File: config.mk
export PLATFORM = sky130hd
export DESIGN_NAME = id_ex_stage
export DESIGN_NICKNAME = d
export VERILOG_FILES = /design/src/rtl/id_ex_stage.sv
export SDC_FILE = /design/constraint.sdc
export NUM_CORES = 1
export LEC_CHECK = 0
export CORE_MARGIN = 8
export CORE_UTILIZATION = 40
export CTS_CLUSTER_SIZE = 14
export DETAILED_ROUTE_END_ITERATION = 10
export GPL_ROUTABILITY_DRIVEN = 0
export PLACE_DENSITY = 0.87
export SLEW_MARGIN = 25
export SYNTH_ARGS = -nofsm -noshare
export SYNTH_HDL_FRONTEND = slang
export SYNTH_SLANG_ARGS = --single-unit
File: constraint.sdc
create_clock -name clk -period 5.9 [get_ports clk]
set_input_delay 1.77 -clock clk [delete_from_list [all_inputs] [get_ports clk]]
set_output_delay 1.77 -clock clk [all_outputs]
set_load 0.02 [all_outputs]
File: src/rtl/id_ex_stage.sv
// id_ex_stage: ID/EX pipeline register for the five-stage MIPS pipeline.
//
// Holds the decoded instruction, its operands and its destination info, and
// presents them to the ALU. Resolves operand RAW hazards by bypassing from
// EX/MEM and MEM/WB, raises a stall toward decode, and turns the stage into a
// bubble on stall or branch flush. A saturating counter tracks stall bubbles.
//
// Build option:
//   ID_EX_FWD_EN defined   -> bypass muxes active; stall only on load-use.
//   ID_EX_FWD_EN undefined -> operands come straight from the stage regs;
//                             stall on any RAW hit against EX or EX/MEM.
//
// Ports:
//   clk, rst_n                       clock, async active-low reset
//   id_valid/instr/reg_a/reg_b       decode slot contents
//   id_src_a/src_b                   operand source regs (0 = no register read)
//   id_dst/wen/is_load               destination info of decode slot
//   flush                            kill the instruction entering EX
//   exm_wen/dst/result               EX/MEM producer bypass bus
//   wb_wen/dst/data                  MEM/WB producer bypass bus
//   ex_valid/instr/dst/wen/is_load   registered stage contents
//   ex_reg_a/reg_b                   operands to ALU (after bypass)
//   id_stall                         hold decode/PC this cycle
//   bubble_cnt                       saturating count of stall bubbles
module id_ex_stage #(
  parameter int BUB_W = 16
) (
  input  logic             clk,
  input  logic             rst_n,
  input  logic             id_valid,
  input  logic [31:0]      id_instr,
  input  logic [31:0]      id_reg_a,
  input  logic [31:0]      id_reg_b,
  input  logic [4:0]       id_src_a,
  input  logic [4:0]       id_src_b,
  input  logic [4:0]       id_dst,
  input  logic             id_wen,
  input  logic             id_is_load,
  input  logic             flush,
  input  logic             exm_wen,
  input  logic [4:0]       exm_dst,
  input  logic [31:0]      exm_result,
  input  logic             wb_wen,
  input  logic [4:0]       wb_dst,
  input  logic [31:0]      wb_data,
  output logic             ex_valid,
  output logic [31:0]      ex_instr,
  output logic [4:0]       ex_dst,
  output logic             ex_wen,
  output logic             ex_is_load,
  output logic [31:0]      ex_reg_a,
  output logic [31:0]      ex_reg_b,
  output logic             id_stall,
  output logic [BUB_W-1:0] bubble_cnt
);

  logic             valid_q, valid_d;
  logic [31:0]      instr_q, instr_d;
  logic [31:0]      reg_a_q, reg_a_d;
  logic [31:0]      reg_b_q, reg_b_d;
  logic [4:0]       src_a_q, src_a_d;
  logic [4:0]       src_b_q, src_b_d;
  logic [4:0]       dst_q, dst_d;
  logic             wen_q, wen_d;
  logic             is_load_q, is_load_d;
  logic [BUB_W-1:0] bub_q, bub_d;

  logic             hazard;

  // True when either decode operand reads register d (register 0 never counts).
  function automatic logic raw_hit(input logic [4:0] d, input logic [4:0] sa,
                                   input logic [4:0] sb);
    raw_hit = (d != 5'd0) && ((sa == d) || (sb == d));
  endfunction

`ifdef ID_EX_FWD_EN
  // Youngest producer wins: EX/MEM before MEM/WB.
  function automatic logic [31:0] bypass(input logic [4:0] src, input logic [31:0] lat,
                                         input logic xw, input logic [4:0] xd,
                                         input logic [31:0] xr, input logic ww,
                                         input logic [4:0] wd, input logic [31:0] wr);
    if (src == 5'd0)              bypass = lat;
    else if (xw && (xd == src))   bypass = xr;
    else if (ww && (wd == src))   bypass = wr;
    else                          bypass = lat;
  endfunction

  always_comb begin
    ex_reg_a = bypass(src_a_q, reg_a_q, exm_wen, exm_dst, exm_result, wb_wen, wb_dst, wb_data);
    ex_reg_b = bypass(src_b_q, reg_b_q, exm_wen, exm_dst, exm_result, wb_wen, wb_dst, wb_data);
    // Only a load in EX cannot be bypassed in time: its data exists after MEM.
    hazard   = valid_q && is_load_q && wen_q && raw_hit(dst_q, id_src_a, id_src_b);
  end
`else
  logic unused_bypass;
  assign unused_bypass = ^{exm_result, wb_wen, wb_dst, wb_data, src_a_q, src_b_q};

  always_comb begin
    ex_reg_a = reg_a_q;
    ex_reg_b = reg_b_q;
    // No bypass: wait until the producer has left EX/MEM. MEM/WB is covered by
    // the write-first register file.
    hazard   = (valid_q && wen_q && raw_hit(dst_q, id_src_a, id_src_b)) ||
               (exm_wen && raw_hit(exm_dst, id_src_a, id_src_b));
  end
`endif

  // Flush outranks the stall: the decode slot is being killed anyway.
  assign id_stall = id_valid && !flush && hazard;

  always_comb begin
    valid_d   = valid_q;
    instr_d   = instr_q;
    reg_a_d   = reg_a_q;
    reg_b_d   = reg_b_q;
    src_a_d   = src_a_q;
    src_b_d   = src_b_q;
    dst_d     = dst_q;
    wen_d     = wen_q;
    is_load_d = is_load_q;
    bub_d     = bub_q;
    if (flush || id_stall) begin
      valid_d   = 1'b0;
      wen_d     = 1'b0;
      is_load_d = 1'b0;
      if (id_stall && (bub_q != {BUB_W{1'b1}}))
        bub_d = bub_q + 1'b1;
    end else begin
      valid_d   = id_valid;
      instr_d   = id_instr;
      reg_a_d   = id_reg_a;
      reg_b_d   = id_reg_b;
      src_a_d   = id_src_a;
      src_b_d   = id_src_b;
      dst_d     = id_dst;
      wen_d     = id_wen && id_valid;
      is_load_d = id_is_load;
    end
  end

  always_ff @(posedge clk or negedge rst_n) begin
    if (!rst_n) begin
      valid_q   <= 1'b0;
      instr_q   <= '0;
      reg_a_q   <= '0;
      reg_b_q   <= '0;
      src_a_q   <= '0;
      src_b_q   <= '0;
      dst_q     <= '0;
      wen_q     <= 1'b0;
      is_load_q <= 1'b0;
      bub_q     <= '0;
    end else begin
      valid_q   <= valid_d;
      instr_q   <= instr_d;
      reg_a_q   <= reg_a_d;
      reg_b_q   <= reg_b_d;
      src_a_q   <= src_a_d;
      src_b_q   <= src_b_d;
      dst_q     <= dst_d;
      wen_q     <= wen_d;
      is_load_q <= is_load_d;
      bub_q     <= bub_d;
    end
  end

  assign ex_valid   = valid_q;
  assign ex_instr   = instr_q;
  assign ex_dst     = dst_q;
  assign ex_wen     = wen_q && valid_q;
  assign ex_is_load = is_load_q;
  assign bubble_cnt = bub_q;

endmodule

Word-level counts from Yosys, hierarchy flattened
Cells that the tools add are included.
{"block": "totals", "regBits": 120, "in_bits": 193, "output_inout_bits": 121, "elab_cells": 34}
{"block": "classes", "add_sub_neg": 1, "n_eq_ne": 5, "muxes": 3, "n_reduce_logical": 17}
{"cell": "5-bit equality test", "count": 4}
{"cell": "16-bit by 1-bit adder with 16-bit output (second input constant)", "count": 1}
{"cell": "16-bit inequality test (second input constant)", "count": 1}
{"cell": "5-bit nonzero test", "count": 2}
{"cell": "1-bit logical AND", "count": 9}
{"cell": "1-bit logical OR", "count": 4}
{"cell": "1-bit two-way mux", "count": 3}
{"cell": "2-bit AND reduction", "count": 1}
{"cell": "1-bit zero test", "count": 1}

Depth between registers and ports, before layout
Gate-level depths: netlist of the first run.
{"block": "depth", "word_depth": 8, "depth_mapped": 8}

Worst setup path before layout of the first run
No wires, ideal clock.
{"block": "synth_timing", "kind": "input-to-output", "start": "in exm_dst[1]", "end": "out id_stall", "arrival_time_ns": 3.005, "required_ns": 4.130, "setup_slack_ns": 1.125, "cell_stages": 6, "n_path_buf": 2, "path_cell_list": "or4_1 o21ai_1 o22a_1 buf_2 buf_2 nor2_1"}
{"block": "synth_via", "elab_chain_len": 6}
{"item": "start, declared", "line": "41", "rtl": "input logic [4:0] exm_dst,"}
{"item": "5-bit equality test", "line": "73", "rtl": "raw_hit = (d != 5'd0) && ((sa == d) || (sb == d));"}
{"item": "1-bit logical OR", "line": "73"}
{"item": "1-bit logical AND *", "line": "73"}
{"item": "1-bit logical AND *", "line": "104", "rtl": "(exm_wen && raw_hit(exm_dst, id_src_a, id_src_b));"}
{"item": "1-bit logical OR *", "line": "103", "rtl": "hazard = (valid_q && wen_q && raw_hit(dst_q, id_src_a, id_src_b)) ||"}
{"item": "1-bit logical AND *", "line": "109", "rtl": "assign id_stall = id_valid && !flush && hazard;"}
{"item": "end, declared", "line": "53", "rtl": "output logic id_stall,"}
Mark *: on every way between the ends. The rest lies on a longest branch, timed or not.

Final worst setup path of the first run
Ends and elaborated chain as after synthesis.

==> metrics.cfg, run 1 <==
[placement]
io_buffers = 243
place_area_um2 = 7450
dp_cells = 712
dp_hpwl_um = 10700

[grt]
antenna_found_initial = 0
grt_use_total = 0.171
grt_pass1_vias = 4075
gr-total-overflow = 0
grt_start_max_net_pins = 79
grtUsageMet2 = 0.292
busiest_layer = met2
grt_use_met3 = 0.0712
grt_pass1_wl_um = 21500
grt_use_met1 = 0.180

[sta]
max_freq_mhz = 180
setup_viol = 0
fin_setup_tns_ps = 0
fin_crit_ps = 5550
period_share = 0.940
worstMarginPinSlew_ps = 1000
maxSlewHeadroom = 0.328
rsz0062_at_grt = false
finalHoldViolations = 0
report.final.slew_viol_count = 0
skew_ps = 6.82

[power]
power.share.sequential = 0.394
peakVddDrop_mv = 0.193
sw_frac_of_total = 0.261
combinationalPowerShare = 0.205
p_int_w = 0.00179
clkPwrFrac = 0.401
p_sw_w = 0.000631
power.leakage_nw = 3.39
powerDensity_nw_per_um2 = 302

[drt]
drc = 0
viasPerCell = 4.87
vias = 3623
postRouteAntennaNets = 0
drtIter0Drc = 140
totalWireLength_um = 13700
wl_per_cell_um = 18.4
drtPass1Iterations = 4

[synthesis]
synth_top_area_share = 0.610
synth_seq_area_share = 0.610
synth.largest_area_cell = dfrtp_1
syn_nets = 526
syn_area_per_cell_um2 = 14.8
syn_inst = 332
ys_ff_latch = 120
ys_types = 25
ys_warn_count = 0
synth_area_leaders = dfrtp_1, mux2_1, xor2_1
netlist_area_um2 = 4920

[floorplanning]
dieArea_um2 = 16100
num_rows = 40
core_area_um2 = 12000
die_w_um = 127
initial_utilization = 0.410
pin_count = 314
die_h_um = 127

[clock_tree]
clk_pin_slew_ps = 50
tritoncts = done
cts_sinks = 120
clk-insertion-delay-late_ps = 410
clock_path_buffers = 2
cts_root_buf = clkbuf_16
post_cts_buffers = 0
cts_resized = 0
cts_buffers = 17
cts_hold_buf = 0
h-tree-depth = 4

[worst_setup_path]
cp.required_ps = 4130
start_kind = primary input
critPathMostFrequentCell = clkdlybuf4s50_1
cp_slowest_cell = or4_1
crit_path_end_kind = output pin
critPathTopFamily = buffers and inverters
worstPathArrival_ps = 3780
cp_num_buf_inv = 2
crit_fanout = 3
criticalPathCategory = in2out
slowest_delay_ps = 560
cp_cell_sequence = clkdlybuf4s50_1 > or4_1 > o21ai_1 > o22a_1 > nor2_1 > clkdlybuf4s50_1

[layout]
fin_area_um2 = 8020
drive_gt1_frac = 0.0603
final_cells = 744
area_growth_pct = 62.8
antennaDiodeCount = 0
nets = 778

[worst_hold_path]
worstHoldPathType = reg2reg

[run_status]
status = complete, no violations

[run]
drv_cap = 0

[synth_stat cells]
cell      instances
nand2_1           7
ha_1              1
a21oi_2           1
nand3_1           5
clkbuf_1          1
and2_1            3
nor3b_1           1
buf_2             4
nor4_1            5
nand2b_1          2
mux2_1          102
o21ai_1           3
nor2b_1           1
nor2_1            8
nand4_1           2
o22ai_1           1
or4_1             2
xor2_1           35
a22oi_1           2
buf_6             9
and4_1            2
dfrtp_1         120
and3_1            2
nor3_1           12
o22a_1            1
[flip-flops by register name, summed over array words and instances (netlist names)]
register	cells
ex_reg_b	32
ex_reg_a	32
ex_valid	1
ex_instr	32
ex_dst	5
ex_is_load	1
bubble_cnt	16
wen_q	1
[routing by layer]
metal,share of wire,routed length [µm]
met3,0.086,1180
met1,0.38,5150
met4,0.023,313
met2,0.52,7080
met5,0,0
[path summary, 6_finish.rpt]
| kind | end | slack, ps | depth (start not counted) | from |
|---|---|---|---|---|
| min in group asynchronous | bubble_cnt[6] | 1390 | 1 | rst_n |
| setup reg to reg | ex_reg_a[20] | 3220 | 6 | ex_dst[2] |
| hold / removal | ex_instr[8] | 480 | 1 | ex_instr[8] |
| max in group asynchronous | ex_reg_b[25] | 3470 | 2 | rst_n |
| setup / recovery | id_stall | 350 | 6 | exm_dst[1] |
| hold reg to reg | ex_instr[8] | 480 | 1 | ex_instr[8] |
[cells in the final DEF (no fill, tap or decap), types with 5 or more instances in the layout]
cell type / count
clkbuf_16: 17
clkinv_2: 6
mux2_1: 102
nor2_1: 8
nor4_1: 5
nor3_1: 12
clkdlybuf4s50_1: 242
xor2_1: 35
nand3_1: 5
dfrtp_1: 120
nand2_1: 7
[power groups by stage]
stage	combinational (W)	clock, W	sequential [W]
CTS	0.000505	0.000997	0.000954
floorplan	0.000104	0	0.00106
detailed placement	0.000502	0	0.000968
global route	0.000527	0.00103	0.000964
finish	0.000496	0.000972	0.000954
global placement	0.000491	0	0.000960
[through the flow]
stage	utilization	setup WS [ps]	hold slack (ps)	total power, W
2_1_floorplan	-	1130	595	0.00117
3_3_place_gp	0.620	379	466	0.00145
3_5_place_dp	0.620	344	474	0.00147
4_1_cts	0.667	335	486	0.00246
5_1_grt	0.668	301	498	0.00252
6_report	0.668	353	480	0.00242
[area by class of cell]
| cell class | instances | area [µm²] |
|---|---|---|
| fill | 879 | 3990 |
| clock inverter | 13 | 131 |
| multi-input combinational | 198 | 1800 |
| clock buffer | 19 | 433 |
| tap | 147 | 184 |
| sequential | 120 | 3000 |
| timing repair buffer | 247 | 2460 |
[kinds of logic after synthesis]
logic type,count (synthesis),share of synthesized area
AO/OA/AOI/OAI,8,0.0109
XOR/XNOR,35,0.0622
adder cells (fa/ha/maj),1,0.00254
buffers and inverters,14,0.0254
flip-flops,120,0.610
multiplexers,102,0.233
AND/OR/NAND/NOR,52,0.0559
Power figures use the tool's default switching activity.
==> run 2: changes to the inputs <==
CORE_ASPECT_RATIO = 0.5   (was unset)
SKIP_CTS_REPAIR_TIMING = 1   (was unset)
==> run 2 against run 1 <==
  * Sequential share of layout area down 0.24 points
  * First-iteration DRC count down 19%
  * Final cell count up 2.4%
  * Combinational power up 0.8%
  * Critical path depth unchanged
  * Critical endpoint unchanged
==> metrics.cfg, run 2 (synthesis results as in run 1) <==
[run_status]
status = complete, no violations

[power]
powerDensity_nw_per_um2 = 304  ; +0.57%
peakVddDrop_mv = 0.155  ; -19%
power.leakage_nw = 3.41  ; +0.46%

[clock_tree]
cts_root_buf = clkbuf_16
cts_buffers = 17  ; unchanged
cts_sinks = 120  ; unchanged
clk-insertion-delay-late_ps = 400  ; about the same
clk_pin_slew_ps = 50  ; about the same
h-tree-depth = 4  ; unchanged
tritoncts = done
clock_path_buffers = 2  ; unchanged

[run]
drv_cap = 0  ; unchanged

[worst_setup_path]
crit_path_end_kind = output pin
start_kind = primary input
worstPathArrival_ps = 3810  ; +30 ps
cp.required_ps = 4130  ; about the same
crit_fanout = 3  ; unchanged
criticalPathCategory = in2out

[sta]
finalHoldViolations = 0  ; unchanged
fin_setup_tns_ps = 0  ; unchanged
skew_ps = 9.21  ; +2.39 ps
worstMarginPinSlew_ps = 723  ; -278 ps
rsz0062_at_grt = false
whs_ps = 481  ; +0.107 ps
max_freq_mhz = 179  ; -0.51%
setup_viol = 0  ; unchanged
report.final.slew_viol_count = 0  ; unchanged
maxSlewHeadroom = 0.518  ; +0.190
period_share = 0.945  ; +0.00486
fin_crit_ps = 5580  ; +28.7 ps

[drt]
totalWireLength_um = 14800  ; +7.9%
drtIter0Drc = 113  ; -19%
drc = 0  ; unchanged
drtPass1Iterations = 4  ; unchanged
wl_per_cell_um = 19.4  ; +5.3%
vias = 3610  ; -0.36%
viasPerCell = 4.74  ; -2.7%
postRouteAntennaNets = 0  ; unchanged

[layout]
antennaDiodeCount = 0  ; unchanged
mostFrequentLayoutCell = clkdlybuf4s50_1
drive_gt1_frac = 0.0603  ; unchanged
nets = 779  ; +0.13%
final_cell_mix = clkdlybuf4s50_1, dfrtp_1, mux2_1, xor2_1, clkbuf_16
fin_area_um2 = 8070  ; +0.66%
area_growth_pct = 63.9

[grt]
grtUsageMet2 = 0.357  ; +0.0649
gr-total-overflow = 0  ; unchanged
grt_use_total = 0.181  ; +0.0103
busiest_layer = met2
grt_pass1_wl_um = 23000  ; +7.4%
antenna_found_initial = 0  ; unchanged
grt_pass1_vias = 4125  ; +1.2%
grt_use_met1 = 0.185  ; +0.00527
grt_start_max_net_pins = 80  ; +1.3%
grt_use_met3 = 0.0430  ; -0.0282

[placement]
place_area_um2 = 7490  ; +0.57%
io_buffers = 243  ; unchanged
dp_hpwl_um = 11300  ; +6.1%

[floorplanning]
initial_utilization = 0.413  ; +0.00345
dieArea_um2 = 16300  ; +1.3%
core_area_um2 = 11900  ; -0.83%
pin_count = 314  ; unchanged
die_w_um = 173  ; +36%
num_rows = 28  ; -30%
die_h_um = 94.5  ; -26%

[worst_hold_path]
worstHoldPathType = reg2reg

-- run 2: area by class of cell --
class | instances | area, µm²
clock inverter | 8 | 96.3
clock buffer | 23 | 478
multi-input combinational | 198 | 1810
tap | 165 | 206
timing repair buffer | 248 | 2480
fill | 889 | 3840
sequential | 120 | 3000
-- run 2: stage by stage --
stage | util | total power, W | std cells | worst slack [ps]
after floorplan | - | 0.00117 | 332 | 1130
after global placement | 0.629 | 0.00146 | 731 | 350
after detailed placement | 0.629 | 0.00147 | 731 | 346
after CTS | 0.677 | 0.00248 | 762 | 328
after global routing | 0.678 | 0.00255 | 762 | 262
final | 0.678 | 0.00245 | 762 | 325
-- run 2: metal layers --
layer  part of all wire  wire length (µm)
met1               0.36              5390
met2               0.58              8570
met3              0.034               501
met4              0.023               336
met5                  0                 0
-- run 2: report_power, final --
group | leakage, nW | total, W | switching, W | internal, W
registers | 1.44 | 0.000953 | 0.0000474 | 0.000905
clock network | 0.283 | 0.000999 | 0.000349 | 0.000651
logic | 1.68 | 0.000500 | 0.000230 | 0.000270
-- run 2: path summary, 6_finish.rpt --
| kind | from | endpoint | slack, ps | cells after the start |
|---|---|---|---|---|
| min in group asynchronous | rst_n | ex_instr[23] | 1260 | 1 |
| worst max-delay path | exm_dst[1] | id_stall | 320 | 6 |
| max in group asynchronous | rst_n | ex_reg_b[10] | 3610 | 2 |
| worst min register to register | ex_reg_b[26] | ex_reg_b[26] | 480 | 1 |
| worst min-delay path | ex_reg_b[26] | ex_reg_b[26] | 480 | 1 |
| worst max register to register | ex_dst[1] | ex_reg_b[29] | 3380 | 6 |
-- run 2: critical path: stages --
cell and delay [ps]:
clkdlybuf4s50_1 470, or4_1 550, o21ai_1 200, o22a_1 210
nor2_1 60, clkdlybuf4s50_1 550
==> run 3: changes to the inputs <==
CORE_MARGIN = 2   (was 8)
SLEW_MARGIN = unset   (was 25)
TNS_END_PERCENT = 10   (was unset)
==> run 3 against run 2 <==
  * Clock skew down 1.4 ps
  * Total power increased by 5.3%
  * Via count is 0.75% lower
  * Register-to-register slack got worse by 140 ps
  * Combinational power is 2% lower
  * Sequential power barely moved
  * Clock-buffer cell count shrank 6
  * Largest cell class unchanged
==> metrics.cfg, run 3 (synthesis results as in run 1) <==
[run_status]
status = complete, no violations

[drt]
wl_per_cell_um = 17.3  ; -11%
drtPass1Iterations = 5  ; +1
routed.top_layer = met4
routedLengthMet1_um = 5390  ; about the same
postRouteAntennaNets = 0  ; unchanged
met2RoutedLength_um = 7140  ; -17%
viasPerCell = 4.70  ; -0.75%
drtIter0Drc = 136  ; +20%
routed-wl-met3_um = 337  ; -33%
drc = 0  ; unchanged
vias = 3583  ; -0.75%
totalWireLength_um = 13100  ; -11%

[worst_setup_path]
timing.rr.end = ex_reg_a[2]
rr_startpoint = ex_dst[1]
worst-r2r-setup-slack_ps = 3240  ; -140 ps
crit_path_end_kind = output pin
criticalPathCategory = in2out
worstPathArrival_ps = 3790  ; -20 ps
start_kind = primary input
crit_fanout = 3  ; unchanged
reg2reg_depth = 6  ; unchanged
cp.required_ps = 4130  ; about the same

[power]
combinationalPowerShare = 0.190  ; -0.014
power.leakage_nw = 3.42  ; +0.48%
clkPwrFrac = 0.441  ; +0.033
p_sw_w = 0.000658  ; +5.1%
powerDensity_nw_per_um2 = 318  ; +4.6%
power.share.sequential = 0.369  ; -0.020
p_int_w = 0.00192  ; +5.4%
peakVddDrop_mv = 0.206  ; +32%
sw_frac_of_total = 0.255  ; -0.000460

[clock_tree]
cts_sinks = 120  ; unchanged
h-tree-depth = 4  ; unchanged
clk_pin_slew_ps = 60  ; about the same
clk-insertion-delay-late_ps = 400  ; about the same
tritoncts = done
cts_root_buf = clkbuf_16
clock_path_buffers = 2  ; unchanged
cts_buffers = 17  ; unchanged

[layout]
drive_gt1_frac = 0.0637  ; +0.00335
mostFrequentLayoutCell = clkdlybuf4s50_1
nets = 778  ; -0.13%
area_growth_pct = 65.0
final_cell_mix = clkdlybuf4s50_1, dfrtp_1, mux2_1, xor2_1, clkbuf_16
antennaDiodeCount = 0  ; unchanged

[sta]
fin_setup_tns_ps = 0  ; unchanged
maxSlewHeadroom = 0.269  ; -0.249
setup_viol = 0  ; unchanged
report.final.slew_viol_count = 0  ; unchanged
whs_ps = 481  ; +0.426 ps
rsz0062_at_grt = false
fin_crit_ps = 5560  ; -18.5 ps
worstMarginPinSlew_ps = 1100  ; +374 ps
finalHoldViolations = 0  ; unchanged
period_share = 0.942  ; -0.00314
max_freq_mhz = 180  ; +0.33%
skew_ps = 7.82  ; -1.39 ps

[worst_hold_path]
hold_path_depth = 1  ; unchanged
worstHoldPathType = reg2reg
min-delay-start = ex_reg_a[31]
hold_end = ex_reg_a[31]

[placement]
io_buffers = 243  ; unchanged
dp_hpwl_um = 9660  ; -15%

[floorplanning]
pin_count = 314  ; unchanged
num_rows = 28  ; unchanged
core_area_um2 = 11900  ; unchanged
die_w_um = 161  ; -6.9%
dieArea_um2 = 13300  ; -19%
initial_utilization = 0.413  ; unchanged
die_h_um = 82.5  ; -13%

[grt]
gr-total-overflow = 0  ; unchanged
grt_pass1_wl_um = 19700  ; -14%
grt_pass1_vias = 3680  ; -11%
grt_start_max_net_pins = 88  ; +10%
antenna_found_initial = 0  ; unchanged
grt_use_total = 0.197  ; +0.0159

[run]
drv_cap = 0  ; unchanged

==> run 3: cell types whose count changed in the layout (fill, tap and decap cells not counted), moves of 2 or more <==
cell and change:
clkbuf_8 -3, clkbuf_1 -3, clkinv_2 -2, clkinv_4 +3, bufinv_16 +3, clkinvlp_4 +2
==> run 3: worst max-delay path by stage <==
stage          endpoint        start  slack (ps)
6_report       id_stall   exm_dst[1]         340
3_5_place_dp   id_stall   exm_dst[1]         350
3_3_place_gp   id_stall   exm_dst[1]         370
5_1_grt        id_stall  id_src_a[2]         240
4_1_cts        id_stall   exm_dst[1]         330
2_1_floorplan  id_stall   exm_dst[1]        1130
==> run 3: power by group through the flow <==
| stage | Clock [W] | Sequential (W) | Combinational, W |
|---|---|---|---|
| finish | 0.00114 | 0.000954 | 0.000491 |
| global route | 0.00120 | 0.000964 | 0.000521 |
| CTS | 0.00115 | 0.000953 | 0.000498 |
| detailed placement | 0 | 0.000967 | 0.000495 |
| global placement | 0 | 0.000961 | 0.000487 |
| floorplan | 0 | 0.00106 | 0.000104 |
==> run 3: layout make-up <==
type / instances / area, µm²
Clock buffer: 17 / 425
Clock inverter: 15 / 226
Fill cell: 872 / 3790
Multi-Input combinational cell: 198 / 1800
Sequential cell: 120 / 3000
Tap cell: 165 / 206
Timing Repair Buffer: 247 / 2460
==> run 3: metal layers <==
metal / GRT usage / up-vias
met4: 0.0902 / 0
met3: 0.0380 / 22
li1: - / 1676
met5: 0 / -
met2: 0.360 / 70
met1: 0.232 / 1815
==> run 3: per-stage QoR <==
step            util  area (µm²)  setup slack, ps  power (W)  instances
2_1_floorplan      -        4920             1130    0.00117        332
3_3_place_gp   0.627        7470              366    0.00145        730
3_5_place_dp   0.627        7470              346    0.00146        730
4_1_cts        0.682        8130              331    0.00261        762
5_1_grt        0.682        8130              238    0.00268        762
6_report       0.682        8130              343    0.00258        762
==> run 3: worst max-delay path, cell delays in order <==
cell and delay [ps]:
clkdlybuf4s50_1 480, or4_1 540, o21ai_1 180, o22a_1 200
nor2_1 70, clkdlybuf4s50_1 540
